$ cat config.mk
export PLATFORM = sky130hd
export DESIGN_NAME = lfsr_seq_ctrl
export DESIGN_NICKNAME = d
export VERILOG_FILES = /design/src/rtl/lfsr_seq_ctrl.sv
export SDC_FILE = /design/constraint.sdc
export NUM_CORES = 1
export LEC_CHECK = 0
export BUFFER_PORTS_ARGS = -buffer_cell sky130_fd_sc_hd__buf_2
export CELL_PAD_IN_SITES_DETAIL_PLACEMENT = 0
export CELL_PAD_IN_SITES_GLOBAL_PLACEMENT = 1
export CORE_ASPECT_RATIO = 2
export CORE_MARGIN = 2
export CORE_UTILIZATION = 30
export CTS_CLUSTER_DIAMETER = 40
export DETAILED_ROUTE_END_ITERATION = 16
export PLACE_DENSITY_LB_ADDON = 0.1
export SYNTH_ARGS = -nofsm -noshare
export SYNTH_HDL_FRONTEND = slang
export SYNTH_SLANG_ARGS = --single-unit
$ cat constraint.sdc
create_clock -name clk -period 3 [get_ports clk]
set_input_delay 0.6 -clock clk [delete_from_list [all_inputs] [get_ports clk]]
set_output_delay 0.6 -clock clk [all_outputs]
set_load 0.05 [all_outputs]
$ cat src/rtl/lfsr_seq_ctrl.sv
// -----------------------------------------------------------------------------
// lfsr_seq_ctrl
//   Sequencer around a 32-bit Fibonacci LFSR (taps 31,29,25,24 XORed into
//   bit 0, shift left). A start command loads a seed and a word count; the
//   block then streams that many successive LFSR states over a valid/ready
//   interface. An all-zero seed is replaced by SEED_DEFAULT so the register
//   can never lock up. A run can be cut short with abort.
//
//   Optional feature macro: LFSR_SIG_EN
//     defined   -> port sig present; XOR signature of every transferred word
//     undefined -> sig port and its logic are absent
//
// Ports
//   clk        in   1      clock, all logic on posedge
//   rst        in   1      synchronous active-high reset, overrides all inputs
//   start      in   1      command strobe, accepted only in IDLE
//   seed       in   32     seed, sampled with an accepted start
//   count      in   CNT_W  words to emit, sampled with an accepted start
//   abort      in   1      end the current run and return to IDLE
//   out_data   out  32     current LFSR state
//   out_valid  out  1      out_data valid
//   out_ready  in   1      sink accepts out_data when out_valid & out_ready
//   busy       out  1      high whenever the FSM is not in IDLE
//   done       out  1      one-cycle pulse on normal completion
//   sig        out  32     XOR signature of emitted words (LFSR_SIG_EN only)
// -----------------------------------------------------------------------------
module lfsr_seq_ctrl #(
  parameter logic [31:0] SEED_DEFAULT = 32'h1,
  parameter int          CNT_W        = 16
) (
  input  logic             clk,
  input  logic             rst,
  input  logic             start,
  input  logic [31:0]      seed,
  input  logic [CNT_W-1:0] count,
  input  logic             abort,
  output logic [31:0]      out_data,
  output logic             out_valid,
  input  logic             out_ready,
  output logic             busy,
  output logic             done
`ifdef LFSR_SIG_EN
  ,
  output logic [31:0]      sig
`endif
);

  typedef enum logic [1:0] {
    IDLE = 2'd0,
    RUN  = 2'd1,
    DONE = 2'd2
  } state_t;

  state_t           state;
  state_t           state_nxt;
  logic [31:0]      lfsr;
  logic [31:0]      lfsr_nxt;
  logic [CNT_W-1:0] remaining;
  logic             accept;
  logic             xfer;

  assign lfsr_nxt = {lfsr[30:0], lfsr[31] ^ lfsr[29] ^ lfsr[25] ^ lfsr[24]};
  assign out_data = lfsr;

  // Next-state and output decode. A transfer is suppressed when abort is
  // high so the LFSR and counter are left untouched by an aborted cycle.
  always_comb begin
    state_nxt = state;
    out_valid = 1'b0;
    busy      = 1'b0;
    done      = 1'b0;
    accept    = 1'b0;
    xfer      = 1'b0;
    case (state)
      IDLE: begin
        if (start) begin
          accept    = 1'b1;
          state_nxt = (count == '0) ? DONE : RUN;
        end
      end
      RUN: begin
        busy      = 1'b1;
        out_valid = 1'b1;
        if (abort) begin
          state_nxt = IDLE;
        end else if (out_ready) begin
          xfer = 1'b1;
          // Leaving at remaining==1 keeps the counter from ever wrapping.
          if (remaining == CNT_W'(1)) begin
            state_nxt = DONE;
          end
        end
      end
      DONE: begin
        busy      = 1'b1;
        done      = ~abort;
        state_nxt = IDLE;
      end
      default: begin
        state_nxt = IDLE;
      end
    endcase
  end

  // State, LFSR and remaining-word counter.
  always_ff @(posedge clk) begin
    if (rst) begin
      state     <= IDLE;
      lfsr      <= SEED_DEFAULT;
      remaining <= '0;
    end else begin
      state <= state_nxt;
      if (accept) begin
        lfsr      <= (seed == 32'h0) ? SEED_DEFAULT : seed;
        remaining <= count;
      end else if (xfer) begin
        lfsr      <= lfsr_nxt;
        remaining <= remaining - CNT_W'(1);
      end
    end
  end

`ifdef LFSR_SIG_EN
  // Signature accumulates every transferred word and holds after the run
  // ends, so it can be read any time before the next start.
  always_ff @(posedge clk) begin
    if (rst) begin
      sig <= 32'h0;
    end else if (accept) begin
      sig <= 32'h0;
    end else if (xfer) begin
      sig <= sig ^ lfsr;
    end
  end
`endif

endmodule

Word-level counts from Yosys, hierarchy flattened
Cells that the tools add are included.
{"block": "word_totals", "memories": 0, "input_bits": 53, "rom_bits": 0, "ram_bits": 0, "regBits": 50, "latch_bits": 0, "out_inout_bits": 35}
{"block": "op_classes", "n_mux": 19, "n_bitwise": 4, "eq_ne": 6, "div_mod_pow": 0, "reduce_logical": 6, "order_cmp": 0, "n_shift": 0, "addsub": 1, "multipliers": 0}
{"cell": "$mux 32", "count": 3}
{"cell": "$logic_not 32->1", "count": 1}
{"cell": "$mux 16", "count": 2}
{"cell": "$eq 16x1->1 const B", "count": 1}
{"cell": "$logic_not 16->1", "count": 1}
{"cell": "$sub 16x1->16 const B", "count": 1}
{"cell": "$mux 2", "count": 5}
{"cell": "$mux 1", "count": 8}
{"cell": "$ne 3x3->1 const B", "count": 2}
{"cell": "$pmux 2 s2", "count": 1}
{"cell": "$reduce_and 3->1", "count": 1}
{"cell": "$xor 1x1->1", "count": 3}
{"cell": "$eq 2x1->1 const B", "count": 1}
{"cell": "$eq 2x2->1 const B", "count": 1}
{"cell": "$logic_not 2->1", "count": 1}
{"cell": "$ne 2x2->1 const B", "count": 1}
{"cell": "$reduce_bool 2->1", "count": 1}
{"cell": "$reduce_or 2->1", "count": 1}
{"cell": "$not 1->1", "count": 1}

Longest topological paths before layout
Gate-level depths: netlist of run 1.
{"block": "depth", "ltp_word": 5, "mapped_depth": 8, "ltp_nobuf": 6}

Worst setup path before layout of run 1
OpenSTA, ideal clock, no wires.
{"block": "synth_path", "kind": "flip-flop to flip-flop", "start": "register state[1]", "end": "register lfsr[10] (netlist: out_data[10])", "t_required_ns": 2.909, "setup_time_ns": 0.091, "arrival_ns": 2.149, "slack_ns": 0.760, "synth_period_minus_slack_ns": 2.240, "path_stages_with_launch": 9, "path_cell_list": "dfxtp_1 inv_1 ha_1 and3b_1 clkbuf_1 clkbuf_1 buf_1 nand2_1 a311oi_1"}
{"block": "synth_via", "elab_chain_cells": 3, "word_cells_on_any_way": 6}
{"element": "from (decl)", "line_no": "54", "text": "state_t state;"}
{"element": "from (signal assigned)", "line_no": "112", "text": "state <= state_nxt;"}
{"element": "$eq 2x1->1 or $logic_not 2->1 (tied branches)", "line_no": "74", "text": "case (state)"}
{"element": "$mux 1", "line_no": "74"}
{"element": "$reduce_bool 2->1 (no line) or $mux 32 (tied branches)"}
{"element": "to (signal assigned)", "line_no": "114", "text": "lfsr <= (seed == 32'h0) ? SEED_DEFAULT : seed;"}
{"element": "to (signal assigned)", "line_no": "117", "text": "lfsr <= lfsr_nxt;"}
{"element": "to (decl)", "line_no": "56", "text": "logic [31:0] lfsr;"}
Parallel ways exist; a longest one is shown, timed or not.
A chain may end at the register's enable or synchronous reset.

Worst setup path in the final report of run 1
{"block": "layout_path", "start": "register remaining[6]", "end": "register remaining[13]"}
{"block": "layout_via", "elab_chain_cells": 3}
{"element": "from (decl)", "line_no": "58", "text": "logic [CNT_W-1:0] remaining;"}
{"element": "from (signal assigned)", "line_no": "115", "text": "remaining <= count;"}
{"element": "from (signal assigned)", "line_no": "118", "text": "remaining <= remaining - CNT_W'(1);"}
{"element": "$sub 16x1->16", "line_no": "118"}
{"element": "$mux 16", "line_no": "116", "text": "end else if (xfer) begin"}
{"element": "$mux 16", "line_no": "113", "text": "if (accept) begin"}
No other way between the ends. The select of a mux whose other input is x is not followed.

==> results.ini, run 1 <==
[timing]
post-route-period-util_pct = 70.8
slew_violations = 0
rsz0062_at_grt = false
fin_skew_ps = 2.99
min_period_ps = 2120
setup_viol = 0
postLayoutSetupSlackWorst_ps = 876
worst_pin_slew_ps = 634
slew_headroom_pct = 57.3
fmaxAchievable_ghz = 0.471
hold_viol_final = 0
setup-tns-final_ps = 0
hold_ws_ps = 495

[worst_setup_path]
r2r_slack_ps = 880
critPathKind = flip-flop to flip-flop
critPathCaptureType = flip-flop
path_max_fanout = 8
worstPathRequired_ps = 3200
worstPathArrival_ps = 2330
start_kind = flip-flop

[outcome]
status = complete, no violations

[route]
vias = 2695
drcViolationCount = 0
drt-total-wl_um = 8470
wl_per_cell_um = 16.9
vias_per_cell = 5.39
first_pass_iters = 4
drt_iter0_drc = 99
antenna_left = 0

[floorplan]
initial_core_util_pct = 30.8
die_area_um2 = 9250
die_y_um = 134
ios = 88
rows = 47
core_um2 = 8230
dieWidth_um = 69.0

[global_route]
grt_pass1_wl_um = 13400
gr-usage-met2_pct = 34.2
grt_max_degree = 70
grt-ovfl-total = 0
first_global_vias = 2741
gr-max-usage-layer = met2
antenna_found_initial = 1
grt.met3_usage_pct = 3.83
use_met1_pct = 18.9
grt_use_total_pct = 18.3

[layout]
area.growth.synth_to_final_pct = 26.8
drive_gt1_share_pct = 26.4
nNetsFinal = 458
fin_cells = 500

[place]
place_worst_setup_slack_ps = 795
place.gp.congestion = 0.813
hpwl_um = 6200
dp_cells = 491
portBuffers = 87

[yosys]
synthXorXnorAreaFrac_pct = 3.11
synth_nets = 382
yosysUniqueCellTypes = 38
async_flop_share_pct = 0
syn_avg_cell_area_um2 = 7.83
synthCells = 324
synth_area_um2 = 2540
synth_edf_count = 0
synthSimpleGateAreaFrac_pct = 30.2
ys_ff_latch = 50
synth_mux_area_share_pct = 0
synth_fa_ha_area_share_pct = 2.47
synth-seq-area-share_pct = 39.5
synthFlopType = dfxtp_1
synth_top_family_by_area = simple AND/OR/NAND/NOR gates
yosysWarningCount = 0
synth_compound_area_share_pct = 20.1

[cts]
cts.sinks = 50
tritoncts.num_buffers = 5
clock_latency_ps = 290
cts_hold_buf = 0
cts.clk_slew.worst_paths_ps = 70
cts_setup_buffers = 0
cts_root_buffer = clkbuf_16
cts_htree_levels = 2
ctsResizeCount = 0
cts_buffer_depth = 2
cts_tree = done

[pwr]
vdd_ir_drop_max_mv = 0.307
power_mw = 2.03
power.density_nw_per_um2 = 632
p_leak_nw = 1.30

[min_path]
hold_path_class = flip-flop to flip-flop

[flow_run]
maxCapViolations = 0

## worst paths after layout
path	from	end	depth (start not counted)
max	remaining[6]	remaining[13]	4
min	out_data[13]	out_data[14]	2
max reg2reg	remaining[6]	remaining[13]	4
min reg2reg	out_data[13]	out_data[14]	2
## critical path, cell delays in order (launching register included)
cell,delay (ps)
dfxtp_1,350
or4_4,570
or2_0,350
or4_1,520
a311oi_1,250
## flip-flops by register name (all words and copies together) (netlist names)
name,cells
remaining,16
out_data,32
state,2
## area by class of cell
| class | count | area [um^2] |
|---|---|---|
| clock inverter | 1 | 5.00 |
| inverter | 6 | 22.5 |
| multi-input combinational | 243 | 1420 |
| sequential | 50 | 1000 |
| fill | 906 | 5020 |
| antenna | 1 | 2.50 |
| tap | 98 | 123 |
| clock buffer | 7 | 143 |
| timing repair buffer | 94 | 500 |
## stage by stage
stage                     instance area [um^2]  utilization [%]
after floorplan                           2540                -
after global placement                    3070             37.2
after detailed placement                  3070             37.2
after CTS                                 3210             39.0
after global routing                      3220             39.1
final                                     3220             39.1
## report_power, final
part	switching, mW	internal, mW	total [mW]
sequential	0.0756	0.748	0.823
clock	0.252	0.332	0.584
combinational	0.436	0.190	0.627
## cells by family (layout without fill, tap and decap cells)
group,after synthesis,in the layout
other cells,0,1
flops,50,50
simple gates,166,166
compound gates,63,63
buf+inv,31,108
fa+ha+maj,5,5
xor+xnor,9,9
## synthesized netlist by cell type, drive strengths merged, types with 4 or more instances
master / instances / share of area, %
xor2: 4 / 1.4
xnor2: 5 / 1.7
clkbuf: 20 / 3.0
o31ai: 4 / 1.2
nand2: 71 / 11
inv: 6 / 0.89
nor2: 50 / 7.4
a211oi: 7 / 2.1
buf: 5 / 0.79
nand4: 5 / 1.2
o21ai: 4 / 0.79
dfxtp: 50 / 39
a311oi: 39 / 13
or4: 6 / 1.9
ha: 5 / 2.5
nor4: 14 / 3.5
## layer usage
layer	wire length, um	vias up
met2	4590	73
li1	-	1332
met5	0	-
met1	3220	1275
met3	394	15
met4	269	0
## cell usage in the layout (no fill, tap or decap), drive strengths merged
cell	instances
a211oi	7
a21boi	1
a21oi	3
a311oi	39
and2	2
and3	1
and3b	1
buf	94
clkbuf	7
clkinv	1
dfxtp	50
diode	1
ha	5
inv	6
nand2	71
nand3	2
nand3b	1
nand4	5
nand4b	2
nand4bb	1
nor2	50
nor2b	3
nor3	1
nor4	14
nor4bb	1
o211ai	2
o21ai	4
o221a	1
o31a	1
o31ai	4
o32ai	1
or2	2
or3	3
or4	6
xnor2	5
xor2	4
Note: power is estimated with default switching activity, not from simulation.
==> run 2, diff against run 1 <==
==> constraint.sdc (replaced) <==
create_clock -name clk -period 2 [get_ports clk]
set_input_delay 0.4 -clock clk [delete_from_list [all_inputs] [get_ports clk]]
set_output_delay 0.4 -clock clk [all_outputs]
set_load 0.05 [all_outputs]
==> run 2 against run 1 <==
Clock-buffer cell count decreased by 2. Combinational power increased by 58%. Sequential cell count unchanged. Largest cell class unchanged. Highest routed layer unchanged.
==> results.ini, run 2 (synthesis gave the netlist of run 1 again) <==
[outcome]
status = complete, no violations

[global_route]
grt_pass1_wl_um = 13600
grt_use_total_pct = 18.5
first_global_vias = 2715
grt-ovfl-total = 0
grt_max_degree = 50
antenna_found_initial = 0

[flow_run]
maxCapViolations = 0

[worst_setup_path]
critPathKind = flip-flop to flip-flop
path_max_fanout = 5
worstReg2RegEnd = remaining[14]
critPathCaptureType = flip-flop
reg2reg_from = remaining[6]
r2r_slack_ps = 30
worstPathArrival_ps = 2170
start_kind = flip-flop
critical_path.endpoint = remaining[14]
cp-startpoint = remaining[6]
worstPathRequired_ps = 2200
reg2reg_depth = 4

[timing]
slew_headroom_pct = 70.9
fin_skew_ps = 3.11
hold_viol_final = 0
postLayoutSetupSlackWorst_ps = 31.9
setup-tns-final_ps = 0
slew_violations = 0
hold_ws_ps = 353
min_period_ps = 1970
rsz0062_at_grt = true
post-route-period-util_pct = 98.4
worst_pin_slew_ps = 436
fmaxAchievable_ghz = 0.508
setup_viol = 0

[route]
vias = 2697
first_pass_iters = 4
drt-total-wl_um = 8510
drcViolationCount = 0
vias_per_cell = 5.28
drt_iter0_drc = 106
wl_per_cell_um = 16.6
antenna_left = 0

[floorplan]
initial_core_util_pct = 30.8
rows = 47
core_um2 = 8230
die_y_um = 134
die_area_um2 = 9250
ios = 88
dieWidth_um = 69.0

[layout]
antennaDiodeCount = 0
largest_register_ffs = 32
drive_gt1_share_pct = 30.0
utilization_pct = 40.8
nNetsFinal = 470
layout_commonest_cell = buf_2
final_cell_mix = buf_2, nand2_1, nor2_1, dfxtp_1, a311oi_1
fin_cells = 511
postLayoutCellArea_um2 = 3360
area.growth.synth_to_final_pct = 32.5

[cts]
tritoncts.num_buffers = 5
clock_latency_ps = 290
cts.clk_slew.worst_paths_ps = 70
cts_hold_buf = 0
cts.sinks = 50
cts_root_buffer = clkbuf_16
cts_buffer_depth = 2
cts_htree_levels = 2
cts_tree = done

[pwr]
power_mw = 3.20
power.density_nw_per_um2 = 952
vdd_ir_drop_max_mv = 0.553
p_leak_nw = 1.37

[place]
place_worst_setup_slack_ps = -32.2
hpwl_um = 6270
portBuffers = 87
placed_cell_area_um2 = 3170
dp_cells = 501
place.gp.congestion = 0.823

[min_path]
min_path_cells = 3
hold_path_class = input port to flip-flop

run 2: worst max-delay path, cell delays in order, from the launching register on:
cell	delay [ps]
dfxtp_1	310
or4_4	550
or4_4	420
or3_1	350
a311oi_1	240
run 2: cell type report:
cell class	count	area [um^2]
repair buffers	106	603
well taps	98	123
multi-input cells	243	1450
inverters	6	22.5
clock buffers	5	125
fillers	876	4870
clock inverters	3	40.0
flip-flops and latches	50	1000
run 2: worst min-delay path by stage:
stage,start,end,slack (ps)
2_1_floorplan,remaining[8],remaining[8],460
3_3_place_gp,out_data[13],out_data[14],480
3_5_place_dp,remaining[8],remaining[8],480
4_1_cts,count[1],remaining[1],340
5_1_grt,count[1],remaining[1],380
6_report,count[1],remaining[1],350
run 2: layer usage:
metal	part of all wire [%]	track usage [%]
met1	39	20.1
met4	1.9	6.32
met5	0	0
met2	55	34.9
met3	4.1	3.53
run 2: repair_timing:
action                                  4_1_cts  5_1_grt
gates resized for setup                       2        3
endpoints found under the setup margin        3        7
buffers inserted                              0        2
pin swaps                                     0        3
run 2: power breakdown:
part	total [mW]	internal, mW	switching [mW]
Combinational	0.991	0.322	0.668
Sequential	1.23	1.12	0.110
Clock	0.977	0.587	0.391
==> run 3, diff against run 2 <==
--- a/config.mk
+++ b/config.mk
@@ -13,7 +13,7 @@
 export CORE_UTILIZATION = 30
 export CTS_CLUSTER_DIAMETER = 40
 export DETAILED_ROUTE_END_ITERATION = 16
-export PLACE_DENSITY_LB_ADDON = 0.1
+export PLACE_DENSITY_LB_ADDON = 0.25
 export SYNTH_ARGS = -nofsm -noshare
 export SYNTH_HDL_FRONTEND = slang
 export SYNTH_SLANG_ARGS = --single-unit
==> constraint.sdc (replaced) <==
create_clock -name clk -period 2.1 [get_ports clk]
set_input_delay 0.42 -clock clk [delete_from_list [all_inputs] [get_ports clk]]
set_output_delay 0.42 -clock clk [all_outputs]
set_load 0.01 [all_outputs]
==> run 3 against run 2 <==
Power decreased by 13%. Global-route usage decreased by 0.30 points. First-iteration DRC count decreased by 8.5%. Worst setup slack improved by 68 ps. Routed wire length decreased by 2.5%. Clock power decreased by 4.3%. Via count increased by 0.74%. Critical path type unchanged. Critical endpoint is now remaining[11]. Largest power group unchanged.
==> results.ini, run 3 (synthesis gave the netlist of run 1 again) <==
[route]
drcViolationCount = 0
antenna_left = 0
first_pass_iters = 4
vias_per_cell = 5.38
wl_per_cell_um = 16.4
vias = 2717
drt-total-wl_um = 8290
drt_iter0_drc = 97

[worst_setup_path]
reg2reg_from = remaining[7]
worstReg2RegEnd = remaining[11]
reg2reg_depth = 5
start_kind = flip-flop
critPathKind = flip-flop to flip-flop
path_max_fanout = 5
worstPathRequired_ps = 2310
worstPathArrival_ps = 2210
r2r_slack_ps = 100
critPathCaptureType = flip-flop

[place]
place_worst_setup_slack_ps = 65.8
portBuffers = 87
place.gp.congestion = 0.911
hpwl_um = 6140

[flow_run]
maxCapViolations = 0

[floorplan]
dieWidth_um = 69.0
core_um2 = 8230
die_y_um = 134
ios = 88
rows = 47
die_area_um2 = 9250
initial_core_util_pct = 30.8

[layout]
nNetsFinal = 464
largest_register_ffs = 32
drive_gt1_share_pct = 27.8
layout_commonest_cell = buf_2
area.growth.synth_to_final_pct = 29.2
antennaDiodeCount = 0
nFillCells = 897
final_cell_mix = buf_2, nand2_1, nor2_1, dfxtp_1, a311oi_1

[timing]
fmaxAchievable_ghz = 0.500
fin_skew_ps = 4.51
rsz0062_at_grt = false
worst_pin_slew_ps = 456
setup-tns-final_ps = 0
postLayoutSetupSlackWorst_ps = 100
slew_violations = 0
setup_viol = 0
hold_viol_final = 0
post-route-period-util_pct = 95.2
slew_headroom_pct = 69.3
min_period_ps = 2000

[min_path]
hold_path_class = input port to flip-flop
min_path_cells = 3
hp-start = count[1]
holdPathEnd = remaining[1]

[cts]
cts.clk_slew.worst_paths_ps = 70
cts_tree = done
cts.sinks = 50
clock_latency_ps = 290
cts_setup_buffers = 0
cts_buffer_depth = 2
cts_root_buffer = clkbuf_16
tritoncts.num_buffers = 5
cts_htree_levels = 2

[outcome]
status = complete, no violations

[global_route]
grt-ovfl-total = 0
grt_max_degree = 56
antenna_found_initial = 0
grt_use_total_pct = 18.2
grt_pass1_wl_um = 13400
first_global_vias = 2699

[pwr]
p_leak_nw = 1.34
vdd_ir_drop_max_mv = 0.412
power_mw = 2.77
power.density_nw_per_um2 = 845

## run 3: how the worst max path moves through the flow
| stage | startpoint | to | cells past startpoint |
|---|---|---|---|
| 2_1_floorplan | remaining[6] | remaining[12] | 5 |
| 3_3_place_gp | remaining[7] | remaining[14] | 4 |
| 3_5_place_dp | remaining[7] | remaining[13] | 4 |
| 4_1_cts | remaining[7] | remaining[11] | 5 |
| 5_1_grt | remaining[7] | remaining[13] | 4 |
| 6_report | remaining[7] | remaining[11] | 5 |
## run 3: what timing repair did
action                                  4_1_cts  5_1_grt
gates resized for setup                       0        1
endpoints found under the setup margin        0        2
hold buffers                                  0        0
## run 3: area by class of cell
class / instances / area, um^2 / share of cell area [%]
repair buffers: 100 / 546 / 16.6
flip-flops and latches: 50 / 1000 / 30.5
inverters: 6 / 22.5 / 0.687
clock buffers: 5 / 125 / 3.82
well taps: 98 / 123 / 3.74
multi-input cells: 243 / 1420 / 43.3
clock inverters: 3 / 40.0 / 1.22
## run 3: through the flow
step | std cells | cell area [um^2] | util (%) | hold WS, ps
floorplan | 324 | 2540 | - | 462
CTS | 505 | 3280 | 39.8 | 385
detailed placement | 497 | 3110 | 37.8 | 486
finish | 505 | 3280 | 39.8 | 392
global route | 505 | 3280 | 39.8 | 401
global placement | 497 | 3110 | 37.8 | 483
## run 3: where the power goes
group / switching [mW] / leakage, nW / internal [mW]
clock: 0.377 / 0.0836 / 0.559
sequential: 0.104 / 0.414 / 1.07
combinational: 0.378 / 0.837 / 0.284
total: 0.858 / 1.34 / 1.91
## run 3: metal layers
metal  track usage, %  part of all wire, %  vias up
met5                0                    0        -
met2             33.7                   54       68
met4             9.69                  3.9        0
met3             3.38                  3.8       17
li1                 -                    -     1341
met1             18.9                   38     1291
## run 3: worst max-delay path, stage by stage, from the launching register on
cell and delay [ps]:
dfxtp_1 350, or4_4 550, or2_1 270, buf_4 170, or3_1 340, a311oi_1 250
